===== config.mk =====
export PLATFORM = sky130hd
export DESIGN_NAME = frame_loader_bram
export DESIGN_NICKNAME = d
export VERILOG_FILES = /design/src/rtl/frame_loader_bram.sv
export SDC_FILE = /design/constraint.sdc
export NUM_CORES = 1
export LEC_CHECK = 0
export ABC_AREA = 0
export BUFFER_PORTS_ARGS = -buffer_cell sky130_fd_sc_hd__buf_2
export CAP_MARGIN = 20
export CORE_MARGIN = 3
export CORE_UTILIZATION = 35
export DETAILED_ROUTE_END_ITERATION = 12
export GPL_ROUTABILITY_DRIVEN = 0
export PLACE_DENSITY_LB_ADDON = 0.25
export SYNTH_ARGS = -nofsm -noshare
export SYNTH_HDL_FRONTEND = slang
export SYNTH_SLANG_ARGS = --single-unit

===== constraint.sdc =====
create_clock -name clk -period 3.94 [get_ports clk]
set_input_delay 0.788 -clock clk [delete_from_list [all_inputs] [get_ports clk]]
set_output_delay 0.788 -clock clk [all_outputs]
set_load 0.02 [all_outputs]

===== src/rtl/frame_loader_bram.sv =====
// Captures one video frame from a valid/ready pixel stream into BRAM0 and then
// holds the buffer until the downstream consumer signals that it is finished.
module frame_loader_bram #(
  parameter int DATA_WIDTH   = 8,
  parameter int ADDR_WIDTH   = 16,
  parameter int IMAGE_WIDTH  = 279,
  parameter int IMAGE_HEIGHT = 210,
  parameter int IMAGE_SIZE   = IMAGE_WIDTH * IMAGE_HEIGHT
) (
  input  logic                  clk,
  input  logic                  rst_n,
  input  logic                  i_start,
  input  logic                  i_consumer_done,
  input  logic                  s_valid,
  output logic                  s_ready,
  input  logic [DATA_WIDTH-1:0] s_data,
  input  logic                  s_sof,
  input  logic                  s_eol,
  output logic [DATA_WIDTH-1:0] b0_d0,
  output logic                  b0_ce0,
  output logic                  b0_we0,
  output logic [ADDR_WIDTH-1:0] b0_addr0,
  output logic                  o_complete,
  output logic [ADDR_WIDTH-1:0] o_num_cnt,
  output logic                  o_busy,
  output logic                  o_err
);

  localparam int COL_W = $clog2(IMAGE_WIDTH + 1);
  localparam int ROW_W = $clog2(IMAGE_HEIGHT + 2);
  localparam logic [COL_W-1:0]      COL_LAST  = COL_W'(IMAGE_WIDTH - 1);
  localparam logic [ADDR_WIDTH-1:0] ADDR_LAST = ADDR_WIDTH'(IMAGE_SIZE - 1);

  typedef enum logic [2:0] {IDLE, SYNC, LOAD, CMPL, HOLD} state_t;

  state_t                  state_q, state_d;
  logic [ADDR_WIDTH-1:0]   addr_cnt_q, addr_cnt_d;
  logic [COL_W-1:0]        col_q, col_d;
  logic [ROW_W-1:0]        row_q, row_d;
  logic [ADDR_WIDTH-1:0]   num_cnt_q, num_cnt_d;
  logic                    err_q, err_d;

  logic                    wr_en;
  logic [ADDR_WIDTH-1:0]   wr_addr;
  logic [COL_W-1:0]        pix_col;
  logic [ROW_W-1:0]        pix_row;

  always_comb begin
    state_d    = state_q;
    addr_cnt_d = addr_cnt_q;
    col_d      = col_q;
    row_d      = row_q;
    num_cnt_d  = num_cnt_q;
    err_d      = err_q;
    s_ready    = 1'b0;
    wr_en      = 1'b0;
    wr_addr    = addr_cnt_q;
    pix_col    = col_q;
    pix_row    = row_q;

    unique case (state_q)
      IDLE: begin
        if (i_start) begin
          state_d    = SYNC;
          addr_cnt_d = '0;
          col_d      = '0;
          row_d      = '0;
          num_cnt_d  = '0;
          err_d      = 1'b0;
        end
      end
      SYNC: begin
        s_ready = 1'b1;
        if (s_valid && s_sof) begin
          wr_en   = 1'b1;
          wr_addr = '0;
          pix_col = '0;
          pix_row = '0;
        end
      end
      LOAD: begin
        s_ready = 1'b1;
        if (s_valid) begin
          wr_en = 1'b1;
          // A fresh sof mid-frame restarts the frame at address 0.
          if (s_sof) begin
            err_d   = 1'b1;
            wr_addr = '0;
            pix_col = '0;
            pix_row = '0;
          end
        end
      end
      CMPL: state_d = HOLD;
      HOLD: begin
        if (i_consumer_done) state_d = IDLE;
      end
      default: state_d = IDLE;
    endcase

    if (wr_en) begin
      if (s_eol != (pix_col == COL_LAST)) err_d = 1'b1;
      if (pix_col == COL_LAST) begin
        col_d = '0;
        row_d = pix_row + ROW_W'(1);
      end else begin
        col_d = pix_col + COL_W'(1);
        row_d = pix_row;
      end
      num_cnt_d = wr_addr + ADDR_WIDTH'(1);
      if (wr_addr == ADDR_LAST) begin
        state_d    = CMPL;
        addr_cnt_d = '0;
      end else begin
        state_d    = LOAD;
        addr_cnt_d = wr_addr + ADDR_WIDTH'(1);
      end
    end
  end

  always_ff @(posedge clk) begin
    if (!rst_n) begin
      state_q    <= IDLE;
      addr_cnt_q <= '0;
      col_q      <= '0;
      row_q      <= '0;
      num_cnt_q  <= '0;
      err_q      <= 1'b0;
    end else begin
      state_q    <= state_d;
      addr_cnt_q <= addr_cnt_d;
      col_q      <= col_d;
      row_q      <= row_d;
      num_cnt_q  <= num_cnt_d;
      err_q      <= err_d;
    end
  end

  // Data and address are zeroed when idle so the write port is quiet outside transfers.
  assign b0_ce0     = wr_en;
  assign b0_we0     = wr_en;
  assign b0_d0      = wr_en ? s_data : '0;
  assign b0_addr0   = wr_en ? wr_addr : '0;
  assign o_complete = (state_q == CMPL);
  assign o_busy     = (state_q != IDLE);
  assign o_err      = err_q;
  assign o_num_cnt  = num_cnt_q;

endmodule


==> results of run 1 <==
stage by stage:
stage	hold WS, ps	utilization, %	power [W]
6_report	449.5	42.84	0.0008441
5_1_grt	470.5	42.84	0.0008868
4_1_cts	455.6	42.84	0.0008572
3_5_place_dp	436.7	41.59	0.0005654
3_3_place_gp	429.5	41.59	0.0005645
2_1_floorplan	450.9	-	0.0005344
flip-flops by register name, summed over array words and instances, names as in the netlist:
name / count
addr_cnt_q: 16
o_err: 1
col_q: 9
o_num_cnt: 16
state_q: 3
layer usage:
layer	global-route usage, %	vias to the layer above
met4	4.523	0
met2	26.12	80
met3	2.734	2
li1	-	1220
met5	0	-
met1	23.35	1133
power breakdown:
part	internal [W]	leakage [nW]	total, W	switching (W)
Sequential	0.000458	0.363	0.000464	0.00000595
Clock	0.000139	0.0443	0.000289	0.000150
Combinational	0.0000302	0.794	0.0000909	0.0000608
worst min path at each step:
stage	to	depth (start not counted)
floorplan	col_q[8]	1
finish	o_num_cnt[9]	2
detailed placement	o_num_cnt[15]	2
CTS	o_num_cnt[15]	2
global placement	o_num_cnt[15]	2
global route	o_num_cnt[15]	2
final cells by class:
type | count | area (um2) | share of cell area [%]
sequential | 45 | 900.9 | 30.44
tap | 96 | 120.1 | 4.059
multi-input combinational | 240 | 1473 | 49.77
clock buffer | 7 | 86.33 | 2.918
inverter | 13 | 48.80 | 1.649
timing repair buffer | 64 | 330.3 | 11.16
worst max-delay path, delay by kind of cell:
| family | cells | cell delay, ps |
|---|---|---|
| AOI/OAI and AO/OA | 1 | 80 |
| buffers and inverters | 2 | 380 |
| adders and majority gates | 1 | 280 |
| and+or+nand+nor | 7 | 1790 |
Yosys cell counts (2+ instances only):
cell and count:
nor4_1 3, and2_1 20, or4_1 2, xor2_1 6
o21a_1 2, a31oi_1 6, o21ai_0 13, xnor2_1 9
ha_1 4, o21ai_1 6, o22ai_1 4, buf_4 2
buf_6 2, nand3b_1 4, nand3_1 11, a21oi_1 16
and3_1 4, buf_2 6, nand2_1 34, or3_1 3
inv_1 12, dfxtp_1 45, nand2b_1 3, nor3_1 7
a22oi_1 7, nand4b_1 2, clkbuf_1 9, a311oi_1 4
nor2b_1 4, nand4_1 11, nor2_1 29
cell families (layout without fill, tap and decap cells):
group	Yosys count	count (layout)
simple gates	152	152
xor+xnor	15	15
flops	45	45
fa+ha+maj	4	4
buf+inv	33	84
compound gates	69	69
placed cells by master (no fill, tap or decap), drive strengths merged, types with 2 or more instances in the layout:
| cell | instances |
|---|---|
| nand3b | 4 |
| nor4 | 4 |
| buf | 64 |
| o21ai | 19 |
| o22ai | 4 |
| a311oi | 4 |
| nor4b | 2 |
| clkbuf | 7 |
| o21a | 2 |
| a21oi | 16 |
| ha | 4 |
| inv | 13 |
| xnor2 | 9 |
| xor2 | 6 |
| nand2b | 3 |
| nor2 | 30 |
| a31oi | 7 |
| nor3 | 7 |
| nand2 | 35 |
| nand4 | 11 |
| or4 | 2 |
| nand3 | 11 |
| or3 | 3 |
| nand4b | 2 |
| a22oi | 7 |
| dfxtp | 45 |
| and2 | 22 |
| and3 | 5 |
| nor2b | 4 |
==> metrics.csv, run 1 <==
metric,value,unit
Synth warnings,0,
Routed WL,6.833,mm
initial antenna violation count,0,
worst-case reg-to-reg path depth,10,
post-synthesis compound-gate area fraction,17.43,%
CP Capture Point,addr_cnt_q[10],
r2r startpoint,state_q[1],
mapped cell area,2527,um2
number of flops mapped to enable cells by yosys,0,
largest family of logic cells by synthesized area,simple AND/OR/NAND/NOR gates,
dpl ws,569.5,ps
Num CTS Buffers,5,
critical path class,in -> reg,
worst vdd rail ir drop,0.1828,mV
GR Overflow Total,0,
final instance area,2959,um2
Final Hold Viols,0,
Ports,61,
Post-Route Setup TNS,0,ps
highest clock rate,0.3239,GHz
first-pass detailed-route iteration total,4,
placed inst area,2873,um2
met3 WL,414,um
critical path's largest stage delay,370,ps
PortBufs,60,
most frequent CP cell,nand3_1,
Die ar.,8276,um2
first-pass GRT wire length,11.34,mm
NumNets Final,388,
Critical-path top delay cell,or3_1,
CP Data Required Time,4160,ps
post-synthesis simple-gate area fraction,33.66,%
post-route clock period utilization,78.36,%
crit end category,flop,
H-tree levels,2,
XOR/XNOR share of the synthesized area,5.198,%
M1 WL,3.291,mm
total global-route track usage,16.57,%
Initial Util,36.59,%
Clock Path Buffers,2,
status,"finished, final reports clean",
Worst R2R End,addr_cnt_q[10],
Mean Syn Cell Area,7.948,um2
Worst Hold Launch,o_num_cnt[9],
synthesized flop and latch total,45,
DR iter-0 viols,148,
pin count of the biggest net entering global routing,22,
most used flip-flop cell after synthesis,dfxtp_1,
Netlist cell types,59,
postcts setup bufs,0,
reg2reg setup slack,930,ps
share of the synthesized area in the top cell type,35.64,%
Resized cells post-CTS,0,
post-synthesis sequential area ratio,35.64,%
CP Max Fanout,11,
"Async S/R FF share, synth",0,%
skew final,9.922,ps
Non-Filler Instances,465,
DR WL/cell,14.69,um
Post-Syn Instances,318,
final setup fails,0,
Die Wd,90.98,um
top sig layer,met4,
syn_nets,337,
worst hold path type,reg -> reg,
Post-DRT Antenna Nets,0,
LEAKAGE,1.201,nW
DR vias/cell,5.237,
cell accounting for the most synthesized area,dfxtp_1,
number of global-route vias before repair,2286,
Met2 Routed Length,3.071,mm
"Clk Latency, worst-skew pair",300,ps
CTS tree,yes,
min cycle time layout,3088,ps
Worst Setup SP,s_valid,
area of the core,6907,um2
CTS Hold Bufs,0,
Rel. slew slack,45.92,%
Power Density,285.3,nW/um2
post-synthesis adder-cell area fraction,1.980,%
Worst Slack Setup Final,852.5,ps
vias post-DR,2435,
Critical Path AT,3310,ps
mux cell area share after synthesis,0,%
Cell Rows,30,
DRC,0,
HPWL Detailed,4.945,mm
Synth area leaders,"dfxtp_1, nand2_1, and2_1, nor2_1, a21oi_1",
share of layout cells above drive strength 1,22.76,%
critical path startpoint category,input port,
Placed Cells,458,
Max-Cap Viols,0,
"Slew Viols, Final",0,
Tightest Pin Transition,803.8,ps
RSZ-0062 raised after global routing,false,
Die Ht,90.98,um
Worst-path clk slew,80,ps
Clock Tree Root,clkbuf_8,
cells along the critical path,buf_2 -> nor2b_1 -> nand3_1 -> buf_4 -> and2_1 -> ha_1 -> nand3_1 -> nor2_1 -> nand4_1 -> or3_1 -> o21ai_0,
Antenna Cells,0,
P&R area growth vs syn,17.08,%
Sink Count,45,
filler cell count,773,
(Power assumes the default switching activity.)
==> inputs of run 2 (changes only) <==
--- a/config.mk
+++ b/config.mk
@@ -5,7 +5,7 @@
 export SDC_FILE = /design/constraint.sdc
 export NUM_CORES = 1
 export LEC_CHECK = 0
-export ABC_AREA = 0
+export ABC_AREA = 1
 export BUFFER_PORTS_ARGS = -buffer_cell sky130_fd_sc_hd__buf_2
 export CAP_MARGIN = 20
 export CORE_MARGIN = 3
==> constraint.sdc (replaced) <==
create_clock -name clk -period 2.9 [get_ports clk]
set_input_delay 0.58 -clock clk [delete_from_list [all_inputs] [get_ports clk]]
set_output_delay 0.58 -clock clk [all_outputs]
set_load 0.02 [all_outputs]
==> run 2 against run 1 <==
  * Sequential share of layout area decreased by 2.0 points
  * Routed wire length grew 3.0%
  * Global-route usage is 0.58 points lower
  * Register-to-register slack got worse by 350 ps
  * Hold slack better by 14 ps
  * Clock power rose by 39%
  * Final cell count up 23%
  * Clock skew fell by 3.5 ps
  * Die area grew 7.2%
  * Synthesized cell count rose by 32%
==> metrics.csv, run 2 <==
metric,value,unit,change
post-synthesis compound-gate area fraction,12.91,%,was 17.43%
post-route clock period utilization,82.60,%,
HPWL Detailed,5.039,mm,was 4.945 mm
pin count of the biggest net entering global routing,46,,was 22
Worst-path clk slew,80,ps,about the same
Seq pwr share,52.4,%,was 55.0%
filler cell count,805,,was 773
Netlist cell types,32,,was 59
PortBufs,60,,unchanged
DR WL/cell,12.30,um,was 14.69 um
status,"finished, final reports clean",,unchanged
postcts setup bufs,0,,unchanged
area of the core,7408,um2,was 6907 um2
H-tree levels,2,,unchanged
Die Wd,94.20,um,was 90.98 um
final instance area,3171,um2,was 2959 um2
Sink Count,45,,unchanged
min cycle time layout,2395,ps,
top-count cell post-synth,nand2_1,,was dfxtp_1
Pint,0.0008571,W,was 0.0006275 W
DR iter-0 viols,150,,was 148
Tightest Pin Transition,819.5,ps,was 803.8 ps
Routed WL,7.038,mm,was 6.833 mm
Final Hold Viols,0,,unchanged
Mean Syn Cell Area,6.467,um2,was 7.948 um2
DR vias/cell,4.858,,was 5.237
skew final,6.433,ps,was 9.922 ps
"Clk Latency, worst-skew pair",300,ps,about the same
Synth area leaders,"dfxtp_1, nand2_1, inv_1, a21oi_1, nand3_1",,"was dfxtp_1, nand2_1, and2_1, nor2_1, a21oi_1"
LEAKAGE,1.488,nW,was 1.201 nW
Die Ht,94.20,um,was 90.98 um
post-synthesis adder-cell area fraction,1.838,%,was 1.980%
mapped cell area,2723,um2,was 2527 um2
Clock Power Share,33.6,%,was 34.3%
Synth warnings,0,,unchanged
"Async S/R FF share, synth",0,%,unchanged
mux cell area share after synthesis,0,%,unchanged
met3 WL,325,um,was 414 um
initial antenna violation count,0,,unchanged
CP Max Fanout,9,,was 11
Post-Route Setup TNS,0,ps,unchanged
P&R area growth vs syn,16.45,%,was 17.08%
CTS tree,yes,,unchanged
critical path class,in -> out,,was in -> reg
vias post-DR,2779,,was 2435
XOR/XNOR share of the synthesized area,0,%,was 5.198%
Max-Cap Viols,0,,unchanged
cell accounting for the most synthesized area,dfxtp_1,,unchanged
Post-DRT Antenna Nets,0,,unchanged
top sig layer,met4,,unchanged
Resized cells post-CTS,0,,unchanged
Rel. slew slack,45.36,%,was 45.92%
RSZ-0062 raised after global routing,false,,unchanged
Critical Path AT,1820,ps,was 3310 ps
synthesized flop and latch total,45,,unchanged
first-pass GRT wire length,11.41,mm,was 11.34 mm
"leading cell types in the layout, fill and taps excluded","nand2_1, inv_1, buf_2",,"was buf_2, dfxtp_1, nand2_1"
most used flip-flop cell after synthesis,dfxtp_1,,unchanged
first-pass detailed-route iteration total,4,,unchanged
CTS Hold Bufs,0,,unchanged
worst vdd rail ir drop,0.1818,mV,was 0.1828 mV
sw power,0.0003453,W,was 0.0002166 W
DRC,0,,unchanged
total global-route track usage,15.99,%,was 16.57%
"Slew Viols, Final",0,,unchanged
Cell Rows,31,,was 30
crit end category,primary output,,was flop
Post-Syn Instances,421,,was 318
NumNets Final,492,,was 388
Power Density,379.2,nW/um2,was 285.3 nW/um2
Initial Util,36.75,%,was 36.59%
Post-synth top cells,"nand2_1, inv_1, a21oi_1, dfxtp_1, nand3_1",,"was dfxtp_1, nand2_1, nor2_1, and2_1, a21oi_1"
Antenna Cells,0,,unchanged
M1 WL,3.367,mm,was 3.291 mm
final setup fails,0,,unchanged
Clock Path Buffers,2,,unchanged
CP Data Required Time,2320,ps,was 4160 ps
worst hold path type,reg -> reg,,unchanged
critical path startpoint category,input port,,unchanged
syn_nets,440,,was 337
post-synthesis simple-gate area fraction,38.92,%,was 33.66%
Num CTS Buffers,5,,unchanged
post-synthesis sequential area ratio,33.09,%,was 35.64%
Clock Tree Root,clkbuf_8,,unchanged
share of the synthesized area in the top cell type,33.09,%,was 35.64%
Switching Share,28.72,%,was 25.66%
GR Overflow Total,0,,unchanged
number of flops mapped to enable cells by yosys,0,,unchanged
Ports,61,,unchanged
Gate power share,14.0,%,was 10.8%
Die ar.,8874,um2,was 8276 um2
number of global-route vias before repair,2459,,was 2286
placed inst area,3084,um2,was 2873 um2
highest clock rate,0.4175,GHz,
"commonest non-fill, non-tap cell in the layout",nand2_1,,was buf_2
share of layout cells above drive strength 1,22.20,%,was 22.76%
largest family of logic cells by synthesized area,simple AND/OR/NAND/NOR gates,,unchanged
Met2 Routed Length,3.271,mm,was 3.071 mm
## run 2: cell count changes in the layout (fill, tap and decap cells not counted), moves of 7 or more
cell     delta
nand3_1    +26
and2_1     -20
nand4_1     +7
a22oi_1     -7
nand2_1    +65
xnor2_1     -9
inv_1      +52
a21oi_1    +31
nand3_2     +9
inv_2       +7
nor2_1      +7
## run 2: final timing paths
kind	cells after the start	start	slack, ps	to
worst max register to register	12	state_q[0]	580	o_num_cnt[14]
worst min-delay path	2	o_num_cnt[1]	460	o_num_cnt[1]
worst max-delay path	10	s_valid	500	b0_addr0[7]
worst min register to register	2	o_num_cnt[1]	460	o_num_cnt[1]
## run 2: power by group through the flow
stage | Sequential, W | Combinational [W] | Clock, W
2_1_floorplan | 0.000646 | 0.000124 | 0
3_3_place_gp | 0.000645 | 0.000170 | 0
3_5_place_dp | 0.000645 | 0.000171 | 0
4_1_cts | 0.000630 | 0.000171 | 0.000412
5_1_grt | 0.000631 | 0.000187 | 0.000438
6_report | 0.000630 | 0.000169 | 0.000403
## run 2: cell type report
cell class                      count  area [um2]  area share, %
Multi-Input combinational cell    287        1461          46.09
Timing Repair Buffer               62       327.8          10.34
Inverter                           72       270.3          8.524
Sequential cell                    45       900.9          28.41
Tap cell                           99       123.9          3.907
Clock buffer                        7       86.33          2.723
## run 2: cell families after synthesis
kind of cell             count (synthesis)
buffers and inverters                   89
AND/OR/NAND/NOR                        218
flip-flops                              45
adder cells (fa/ha/maj)                  4
AO/OA/AOI/OAI                           65
## run 2: worst max-delay path, stage by stage
cell and delay, ps:
buf_2 100, nand2_1 50, inv_1 110, nand3_1 130, nand2_2 140, buf_4 200
nor2_1 200, nand2_1 80, inv_1 50, buf_2 150
## run 2: metrics by stage
stage / setup slack [ps] / utilization (%) / power (W) / cells / hold slack [ps]
2_1_floorplan: 499.4 / - / 0.0007699 / 421 / 444.8
3_3_place_gp: 288.9 / 41.63 / 0.0008147 / 565 / 450.0
3_5_place_dp: 234.2 / 41.63 / 0.0008155 / 565 / 457.2
4_1_cts: 484.9 / 42.80 / 0.001213 / 572 / 468.3
5_1_grt: 262.4 / 42.80 / 0.001256 / 572 / 486.2
6_report: 504.7 / 42.80 / 0.001202 / 572 / 463.1
## run 2: layer usage
| layer | up-vias | global-route usage [%] |
|---|---|---|
| met5 | - | 0 |
| met1 | 1262 | 21.16 |
| met3 | 7 | 2.244 |
| met4 | 0 | 4.934 |
| met2 | 62 | 26.77 |
| li1 | 1448 | - |
